==> src/rtl/hilo_muldiv_ctrl_if.sv <==
// Command, HI/LO and divider-handshake signals of the EX-stage multiply/divide controller.
// master is the pipeline/divider side, slave is the controller.
interface hilo_muldiv_ctrl_if;
  logic        cmd_valid;
  logic [2:0]  cmd;
  logic [31:0] a;
  logic [31:0] b;
  logic        flush;
  logic        stall_o;
  logic [31:0] hi_o;
  logic [31:0] lo_o;
  logic        div_start;
  logic        div_signed;
  logic        div_annul;
  logic [31:0] div_opa;
  logic [31:0] div_opb;
  logic [63:0] div_result;
  logic        div_ready;

  modport master (
    output cmd_valid, cmd, a, b, flush, div_result, div_ready,
    input  stall_o, hi_o, lo_o, div_start, div_signed, div_annul, div_opa, div_opb
  );

  modport slave (
    input  cmd_valid, cmd, a, b, flush, div_result, div_ready,
    output stall_o, hi_o, lo_o, div_start, div_signed, div_annul, div_opa, div_opb
  );
endinterface

==> src/rtl/hilo_muldiv_ctrl.sv <==
// HI/LO register owner for the EX stage: fixed-latency multiplier, handshake to the
// external multi-cycle divider, MTHI/MTLO writes and pipeline stall generation.
module hilo_muldiv_ctrl #(
  parameter int unsigned MUL_LAT = 2
) (
  input logic              clk,
  input logic              rst,
  hilo_muldiv_ctrl_if.slave bus
);

  localparam int CW = $clog2(MUL_LAT + 1);

  typedef enum logic [1:0] {IDLE, MUL, DIV_WAIT, DONE} state_e;

  state_e          state_q, state_d;
  logic [31:0]     hi_q, hi_d, lo_q, lo_d;
  logic [31:0]     opa_q, opa_d, opb_q, opb_d;
  logic            signed_q, signed_d;
  logic            start_q, start_d;
  logic            annul_q, annul_d;
  logic [CW-1:0]   cnt_q, cnt_d;
  logic [63:0]     ext_a, ext_b, product;

  // Sign- or zero-extend the latched operands; the low 64 bits of the product are exact either way.
  always_comb begin
    ext_a   = {{32{opa_q[31] & signed_q}}, opa_q};
    ext_b   = {{32{opb_q[31] & signed_q}}, opb_q};
    product = ext_a * ext_b;
  end

  always_comb begin
    state_d  = state_q;
    hi_d     = hi_q;
    lo_d     = lo_q;
    opa_d    = opa_q;
    opb_d    = opb_q;
    signed_d = signed_q;
    start_d  = start_q;
    annul_d  = 1'b0;
    cnt_d    = cnt_q;
    unique case (state_q)
      IDLE: begin
        if (bus.cmd_valid && !bus.flush) begin
          case (bus.cmd)
            3'd0, 3'd1: begin
              opa_d    = bus.a;
              opb_d    = bus.b;
              signed_d = (bus.cmd == 3'd0);
              cnt_d    = CW'(MUL_LAT - 1);
              state_d  = MUL;
            end
            3'd2, 3'd3: begin
              if (bus.b != 32'd0) begin
                opa_d    = bus.a;
                opb_d    = bus.b;
                signed_d = (bus.cmd == 3'd2);
                start_d  = 1'b1;
                state_d  = DIV_WAIT;
              end else begin
                state_d = DONE;
              end
            end
            3'd4:    hi_d = bus.a;
            3'd5:    lo_d = bus.a;
            default: ;
          endcase
        end
      end
      MUL: begin
        if (bus.flush) begin
          state_d = IDLE;
        end else if (cnt_q == '0) begin
          {hi_d, lo_d} = product;
          state_d      = DONE;
        end else begin
          cnt_d = cnt_q - 1'b1;
        end
      end
      DIV_WAIT: begin
        // A cancelled instruction must never write HI/LO, even if the result arrives now.
        if (bus.flush) begin
          start_d = 1'b0;
          annul_d = 1'b1;
          state_d = IDLE;
        end else if (bus.div_ready) begin
          {hi_d, lo_d} = bus.div_result;
          start_d      = 1'b0;
          state_d      = DONE;
        end
      end
      DONE:    state_d = IDLE;
      default: state_d = IDLE;
    endcase
  end

  always_ff @(posedge clk) begin
    if (rst) begin
      state_q  <= IDLE;
      hi_q     <= '0;
      lo_q     <= '0;
      opa_q    <= '0;
      opb_q    <= '0;
      signed_q <= 1'b0;
      start_q  <= 1'b0;
      annul_q  <= 1'b0;
      cnt_q    <= '0;
    end else begin
      state_q  <= state_d;
      hi_q     <= hi_d;
      lo_q     <= lo_d;
      opa_q    <= opa_d;
      opb_q    <= opb_d;
      signed_q <= signed_d;
      start_q  <= start_d;
      annul_q  <= annul_d;
      cnt_q    <= cnt_d;
    end
  end

  assign bus.stall_o = !bus.flush &&
                       ((state_q == MUL) || (state_q == DIV_WAIT) ||
                        ((state_q == IDLE) && bus.cmd_valid && !bus.cmd[2]));
  assign bus.hi_o       = hi_q;
  assign bus.lo_o       = lo_q;
  assign bus.div_start  = start_q;
  assign bus.div_signed = signed_q;
  assign bus.div_annul  = annul_q;
  assign bus.div_opa    = opa_q;
  assign bus.div_opb    = opb_q;

endmodule

==> src/flat_wrapper.sv <==
// flat-port wrapper written by rule: the top's interface ports become plain ports
module hilo_muldiv_ctrl_flat 
#(
  parameter int unsigned MUL_LAT = 2
)
  (clk, rst, bus_cmd_valid, bus_cmd, bus_a, bus_b, bus_flush, bus_div_result, bus_div_ready, bus_stall_o, bus_hi_o, bus_lo_o, bus_div_start, bus_div_signed, bus_div_annul, bus_div_opa, bus_div_opb);
  hilo_muldiv_ctrl_if bus_i ();
  input logic clk;
  input logic rst;
  input wire logic [$bits(bus_i.cmd_valid)-1:0] bus_cmd_valid;
  input wire logic [$bits(bus_i.cmd)-1:0] bus_cmd;
  input wire logic [$bits(bus_i.a)-1:0] bus_a;
  input wire logic [$bits(bus_i.b)-1:0] bus_b;
  input wire logic [$bits(bus_i.flush)-1:0] bus_flush;
  input wire logic [$bits(bus_i.div_result)-1:0] bus_div_result;
  input wire logic [$bits(bus_i.div_ready)-1:0] bus_div_ready;
  output wire logic [$bits(bus_i.stall_o)-1:0] bus_stall_o;
  output wire logic [$bits(bus_i.hi_o)-1:0] bus_hi_o;
  output wire logic [$bits(bus_i.lo_o)-1:0] bus_lo_o;
  output wire logic [$bits(bus_i.div_start)-1:0] bus_div_start;
  output wire logic [$bits(bus_i.div_signed)-1:0] bus_div_signed;
  output wire logic [$bits(bus_i.div_annul)-1:0] bus_div_annul;
  output wire logic [$bits(bus_i.div_opa)-1:0] bus_div_opa;
  output wire logic [$bits(bus_i.div_opb)-1:0] bus_div_opb;
  assign bus_i.cmd_valid = bus_cmd_valid;
  assign bus_i.cmd = bus_cmd;
  assign bus_i.a = bus_a;
  assign bus_i.b = bus_b;
  assign bus_i.flush = bus_flush;
  assign bus_i.div_result = bus_div_result;
  assign bus_i.div_ready = bus_div_ready;
  assign bus_stall_o = bus_i.stall_o;
  assign bus_hi_o = bus_i.hi_o;
  assign bus_lo_o = bus_i.lo_o;
  assign bus_div_start = bus_i.div_start;
  assign bus_div_signed = bus_i.div_signed;
  assign bus_div_annul = bus_i.div_annul;
  assign bus_div_opa = bus_i.div_opa;
  assign bus_div_opb = bus_i.div_opb;
  hilo_muldiv_ctrl #(.MUL_LAT(MUL_LAT)) u_core (.clk(clk), .rst(rst), .bus(bus_i));
endmodule
==> config.mk <==
export PLATFORM = sky130hd
export DESIGN_NAME = hilo_muldiv_ctrl_flat
export DESIGN_NICKNAME = d
export VERILOG_FILES = /design/src/rtl/hilo_muldiv_ctrl_if.sv /design/src/rtl/hilo_muldiv_ctrl.sv /design/src/flat_wrapper.sv
export SDC_FILE = /design/constraint.sdc
export NUM_CORES = 2
export LEC_CHECK = 0
export ABC_AREA = 1
export BUFFER_PORTS_ARGS = -buffer_cell sky130_fd_sc_hd__buf_2
export CAP_MARGIN = 0
export CORE_UTILIZATION = 55
export DETAILED_ROUTE_END_ITERATION = 10
export MAX_ROUTING_LAYER = met4
export PLACE_DENSITY_LB_ADDON = 0.25
export SYNTH_ARGS = -nofsm -noshare
export SYNTH_HDL_FRONTEND = slang
export SYNTH_SLANG_ARGS = --single-unit
export TNS_END_PERCENT = 10
==> constraint.sdc <==
create_clock -name clk -period 17 [get_ports clk]
set_input_delay 1.7 -clock clk [delete_from_list [all_inputs] [get_ports clk]]
set_output_delay 1.7 -clock clk [all_outputs]
set_load 0.01 [all_outputs]
### After elaboration in Yosys (flattened, before gate mapping)

Cells that the tools add are included.

| operators by class | value |
|---|---|
| bitwise logic cells | 3 |
| muxes and demuxes | 40 |
| eq/ne operators | 23 |
| reduce and logical (&&, ||, !) cells | 25 |
| multiply operators | 1 |
| add/sub/neg operators | 1 |

Operators by type and width:

| cell | number |
|---|---|
| 2-to-1 mux 32 bit | 14 |
| case mux 32 bit (3 select lines) | 2 |
| case mux 32 bit (2 select lines) | 2 |
| multiplier 33 x 33 -> 64 bit | 1 |
| nonzero test 32 bit | 1 |
| 2-to-1 mux 2 bit | 9 |
| != test 2 bit (second input constant) | 8 |
| AND reduction 7 bit | 2 |
| AND reduction 5 bit | 2 |
| 2-to-1 mux 1 bit | 8 |
| != test 2 x 1 -> 1 bit (second input constant) | 4 |
| case mux 2 bit (2 select lines) | 2 |
| case mux 2 bit (4 select lines) | 1 |
| AND reduction 4 bit | 2 |
| == test 3 x 2 -> 1 bit (second input constant) | 2 |
| == test 3 bit (second input constant) | 2 |
| != test 3 bit (second input constant) | 2 |
| nonzero test 2 bit | 3 |
| OR reduction 2 bit | 3 |
| == test 2 bit (second input constant) | 2 |
| logical AND 1 bit | 4 |
| logical NOT 2 bit | 2 |
| case mux 1 bit (2 select lines) | 2 |
| == test 3 x 1 -> 1 bit (second input constant) | 1 |
| other kinds (9) | 12 |

| word-level totals | value |
|---|---|
| input bits | 136 |
| word-level logic and storage cells | 102 |
| register bits | 135 |
| output and inout port bits | 132 |

### Logic depth before layout (Yosys ltp)

| logic depth | value |
|---|---|
| word-level depth | 5 |
| gate-level depth with buffers | 37 |
| gate-level depth less buffers | 35 |

### Worst setup path before layout

OpenSTA, ideal clock, no wires.

| timing path | value |
|---|---|
| kind | register -> register |
| start | reg u_core.opa_q[31], in the netlist u_core.bus.div_opa[31] |
| end | reg u_core.hi_q[31], in the netlist u_core.bus.hi_o[31] |
| cell stages (with the launch flop) | 34 |
| period minus slack after synthesis | 7666 ps |
| required time | 16881 ps |
| path buffers | 2 |
| setup slack | 9334 ps |
| data arrival time | 7547 ps |
| library setup time | 119 ps |
| path through | dfxtp_1 > buf_2 > nand2_1 > inv_1 > clkbuf_1 > nand2_1 > inv_1 > fa_1 > inv_1 > fa_1 > inv_1 > fa_1 > fa_1 > inv_1 > fa_1 > inv_1 > fa_1 > inv_1 > fa_1 > fa_1 > inv_1 > ha_1 > nand2_1 > nor2_1 > nand2_1 > nor4_1 > and2_1 > nand2_1 > nand3_1 > nand2_1 > nand3_1 > nand2_1 > nand2_1 > a21oi_1 |

| between the ends | value |
|---|---|
| cells in the longest elaborated chain, start to end | 5 |

Ends and longest elaborated chain:

| item | line | RTL |
|---|---|---|
| from (decl) | hilo_muldiv_ctrl.sv:17 | `logic [31:0] opa_q, opa_d, opb_q, opb_d;` |
| from (signal assigned) | hilo_muldiv_ctrl.sv:111 | `opa_q <= opa_d;` |
| bitwise AND 1 bit | hilo_muldiv_ctrl.sv:26 | `ext_a = {{32{opa_q[31] & signed_q}}, opa_q};` |
| multiplier 33 x 33 -> 64 bit * | hilo_muldiv_ctrl.sv:28 | `product = ext_a * ext_b;` |
| 2-to-1 mux 32 bit * | hilo_muldiv_ctrl.sv:72 | `end else if (cnt_q == '0) begin` |
| 2-to-1 mux 32 bit * | hilo_muldiv_ctrl.sv:70 | `if (bus.flush) begin` |
| case mux 32 bit (3 select lines) * | hilo_muldiv_ctrl.sv:41 | `unique case (state_q)` |
| to (signal assigned) | hilo_muldiv_ctrl.sv:109 | `hi_q <= hi_d;` |
| to (decl) | hilo_muldiv_ctrl.sv:16 | `logic [31:0] hi_q, hi_d, lo_q, lo_d;` |

Mark *: on every way between the ends. The rest lies on a longest branch, timed or not. The select of a mux whose other input is x is not followed.
A chain may end at the register's enable or synchronous reset.

### Worst setup path after layout

| timing path | value |
|---|---|
| start | reg u_core.opa_q[31], in the netlist u_core.bus.div_opa[31] |
| end | reg u_core.hi_q[29], in the netlist u_core.bus.hi_o[29] |

Same word-level chain as after synthesis.

==> run metrics <==
DRC violation total after the first TritonRoute iteration=2,923; met3 wire length=12,200 um; pin count of the biggest net entering global routing=88; detailed-routing iteration count for the pre-antenna-repair pass=8; Remaining Overflow, GRT=0; overall global routing resource usage=36.9%; wirelength, routed=146,000 um; quantity of I/O buffers inserted on ports=267; sequential area share after synthesis=5.86%; Placement Rows=105; Tightest Pin Transition=1150 ps; post-detailed-route count of antenna-violating nets=0; critical path startpoint=u_core.bus.div_opa[31]; fraction of layout cells with a size suffix above 1=7.13%; post-route minimum period=9620 ps; via count of the first global-routing pass=40,800; count of pins on the block boundary=268; EDFF count, synth=0; Routed wire per std cell=20.5 um; global placer's final weighted congestion=1.07; synthesized area per cell=7.69 um^2; synthesized instance count=5,996; die width=292 um; number of buffers inserted for hold repair after clock tree synthesis=0; met2 WL post-DR=69,800 um; hold_sp=u_core.bus.div_start; count of instances resized after the clock tree is built=0; total setup buffers inserted after CTS=0; Layout Utilization=59.0%; Tightest Hold Check Type=register to register; clock latency reported for the late side of the worst-skew pair=460 ps; Synth warnings=0; Clock Pin Slew Worst Setup and Hold Paths=60 ps; Fmax achieved=104 MHz; predominant post-synthesis flop cell=sky130_fd_sc_hd__dfxtp_1; die outline height=292 um; register bit count reported by yosys=135; count of vias placed by the detailed router=38,500; global-route wire length before repair=232,000 um; number of nets in the layout=7,499; number of DRC violations after detailed routing=0; number of antenna violations at the first check in global routing=10; final hold violations=0; pwr dens=52.3 mW/mm^2; core area=0.0825 mm^2; max-slew violations=0; Final setup viols=0; critical setup path kind=register to register; clock tree root buffer cell=sky130_fd_sc_hd__clkbuf_16; initial standard-cell utilization of the core=55.9%; # H-tree levels=4; die outline area=0.0850 mm^2; cell leakage power=27.4 nW; worst reg2reg path startpoint=u_core.bus.div_opa[31]; Critical-path top delay cell=sky130_fd_sc_hd__fa_1; CP most frequent cell=sky130_fd_sc_hd__inv_1; endpoint type of the worst setup path=register; post-synth cell types=46; Top Metal Used=met4; post-DR vias/cell=5.42; Critical Path Fanout Max=38; async set-or-reset flop fraction in the synthesized netlist=0%; Peak VDD IR=0.415 mV; number of clock sinks=135; setup tns final=0 ps; TritonCTS clock tree=built; post-detail-place hpwl=121,000 um; maximum clock path buffer count=2; worst-case clock skew=19.1 ps; max-capacitance violation count=0; critical path startpoint category=register; netlist area before placement=0.0461 mm^2; headroom to the max-slew limit=23.1%; number of buffers inserted during clock tree synthesis=17; outcome=finished, final reports clean; unrepaired setup endpoints after global routing=false; data required time of the critical path=17,370 ps; wire length on met1=58,100 um; CP arrival=9990 ps; Syn Nets=7,473; synthesis-to-layout area growth=5.53%; maximum cell stage delay along the critical path=890 ps; final worst-path cycle share=56.6%
[layer usage]
layer / vias to the layer above / track usage [%]
li1: 17000 / -
met1: 19400 / 48.5
met2: 1828 / 59.0
met3: 316 / 5.47
met4: 0 / 12.2
met5: - / -
[cells in the mapped netlist, types with 17 or more instances]
cell | number | area (um^2)
sky130_fd_sc_hd__a21oi_1 | 206 | 1030
sky130_fd_sc_hd__clkbuf_1 | 296 | 1110
sky130_fd_sc_hd__dfxtp_1 | 135 | 2700
sky130_fd_sc_hd__fa_1 | 1125 | 22500
sky130_fd_sc_hd__ha_1 | 216 | 2700
sky130_fd_sc_hd__inv_1 | 1669 | 6260
sky130_fd_sc_hd__nand2_1 | 1572 | 5900
sky130_fd_sc_hd__nand3_1 | 88 | 440
sky130_fd_sc_hd__nand4_1 | 19 | 119
sky130_fd_sc_hd__nor2_1 | 290 | 1090
sky130_fd_sc_hd__o21ai_0 | 185 | 926
sky130_fd_sc_hd__o21ai_1 | 20 | 100
sky130_fd_sc_hd__or2_2 | 17 | 106
[layout by cell type (no fill, tap or decap), types with 5 or more instances in the layout]
cell                        netlist  layout
sky130_fd_sc_hd__buf_2           13     267
sky130_fd_sc_hd__nand3b_1        13      13
sky130_fd_sc_hd__diode_2          0       7
sky130_fd_sc_hd__dfxtp_1        135     128
sky130_fd_sc_hd__dfxtp_2          0       7
sky130_fd_sc_hd__nor3_1          13      13
sky130_fd_sc_hd__inv_2            7       7
sky130_fd_sc_hd__o21bai_1        14      14
sky130_fd_sc_hd__a32o_1           6       6
sky130_fd_sc_hd__nand2_1       1572    1572
sky130_fd_sc_hd__fa_1          1125    1125
sky130_fd_sc_hd__inv_1         1669    1668
sky130_fd_sc_hd__nand3_1         88      88
sky130_fd_sc_hd__xor2_1           5       5
sky130_fd_sc_hd__nand2_2         14      14
sky130_fd_sc_hd__nor2_1         290     290
sky130_fd_sc_hd__o21ai_0        185     185
sky130_fd_sc_hd__buf_4            7      67
sky130_fd_sc_hd__or2_2           17      17
sky130_fd_sc_hd__o21ai_1         20      20
sky130_fd_sc_hd__nor4_1          10      10
sky130_fd_sc_hd__a22o_1           5       5
sky130_fd_sc_hd__nand4_1         19      19
sky130_fd_sc_hd__ha_1           216     213
sky130_fd_sc_hd__a21oi_1        206     206
sky130_fd_sc_hd__clkbuf_16        0      17
sky130_fd_sc_hd__xnor2_1          9       9
[worst paths after layout]
check	to	slack [ps]	depth (start not counted)
min reg2reg	u_core.bus.div_start	460	2
max	u_core.bus.hi_o[29]	7380	32
min	u_core.bus.div_start	460	2
max reg2reg	u_core.bus.hi_o[29]	7380	32
[critical path: cells and delay by family, from the launching register on]
family                     cells  cell delay, ps
DFF                            1             310
and+or+nand+nor               12            2100
buffers and inverters         10            2160
adders and majority gates      9            4770
AOI/OAI and AO/OA              1             150
[through the flow]
| step | hold slack [ps] | power (mW) | setup slack (ps) | std cells | area, um^2 |
|---|---|---|---|---|---|
| 3_5_place_dp | 447 | 2.10 | 7500 | 7073 | 48000 |
| 6_report | 456 | 2.55 | 7380 | 7112 | 48700 |
| 2_1_floorplan | 433 | 1.48 | 9330 | 5996 | 46100 |
| 5_1_grt | 495 | 2.70 | 6610 | 7111 | 48700 |
| 4_1_cts | 457 | 2.52 | 7440 | 7105 | 48700 |
| 3_3_place_gp | 433 | 2.10 | 7590 | 7073 | 48000 |
[layout make-up]
cell class / instances / area [um^2]
multi-input combinational: 3857 / 35900
fill: 7677 / 33800
inverter: 1677 / 6300
sequential: 135 / 2710
timing repair buffer: 334 / 1840
tap: 1070 / 1340
clock buffer: 20 / 457
clock inverter: 12 / 164
antenna: 7 / 17.5
[logic make-up (layout without fill, tap and decap cells)]
kind of cell             Yosys count  count (layout)  synth area share [%]
AO/OA/AOI/OAI                    457             457                  5.35
XOR/XNOR                          14              14                 0.266
flip-flops                       135             135                  5.86
buffers and inverters           2004            2043                  16.4
AND/OR/NAND/NOR                 2045            2045                  17.4
adder cells (fa/ha/maj)         1341            1341                  54.7
other                              0               7                     0
[where the power goes]
group | internal, mW | switching, mW | leakage, nW
combinational | 0.477 | 1.16 | 26.0
sequential | 0.416 | 0.0818 | 1.11
clock | 0.241 | 0.168 | 0.296
total | 1.13 | 1.41 | 27.4
[flip-flops by register name (all words and copies together) (netlist names)]
register               cells
u_core.bus.div_opa        32
u_core.cnt_q               2
u_core.bus.hi_o           32
u_core.bus.div_signed      1
u_core.bus.lo_o           32
u_core.bus.div_opb        32
u_core.bus.div_start       1
u_core.bus.div_annul       1
u_core.state_q             2
Note: power is estimated with default switching activity, not from simulation.
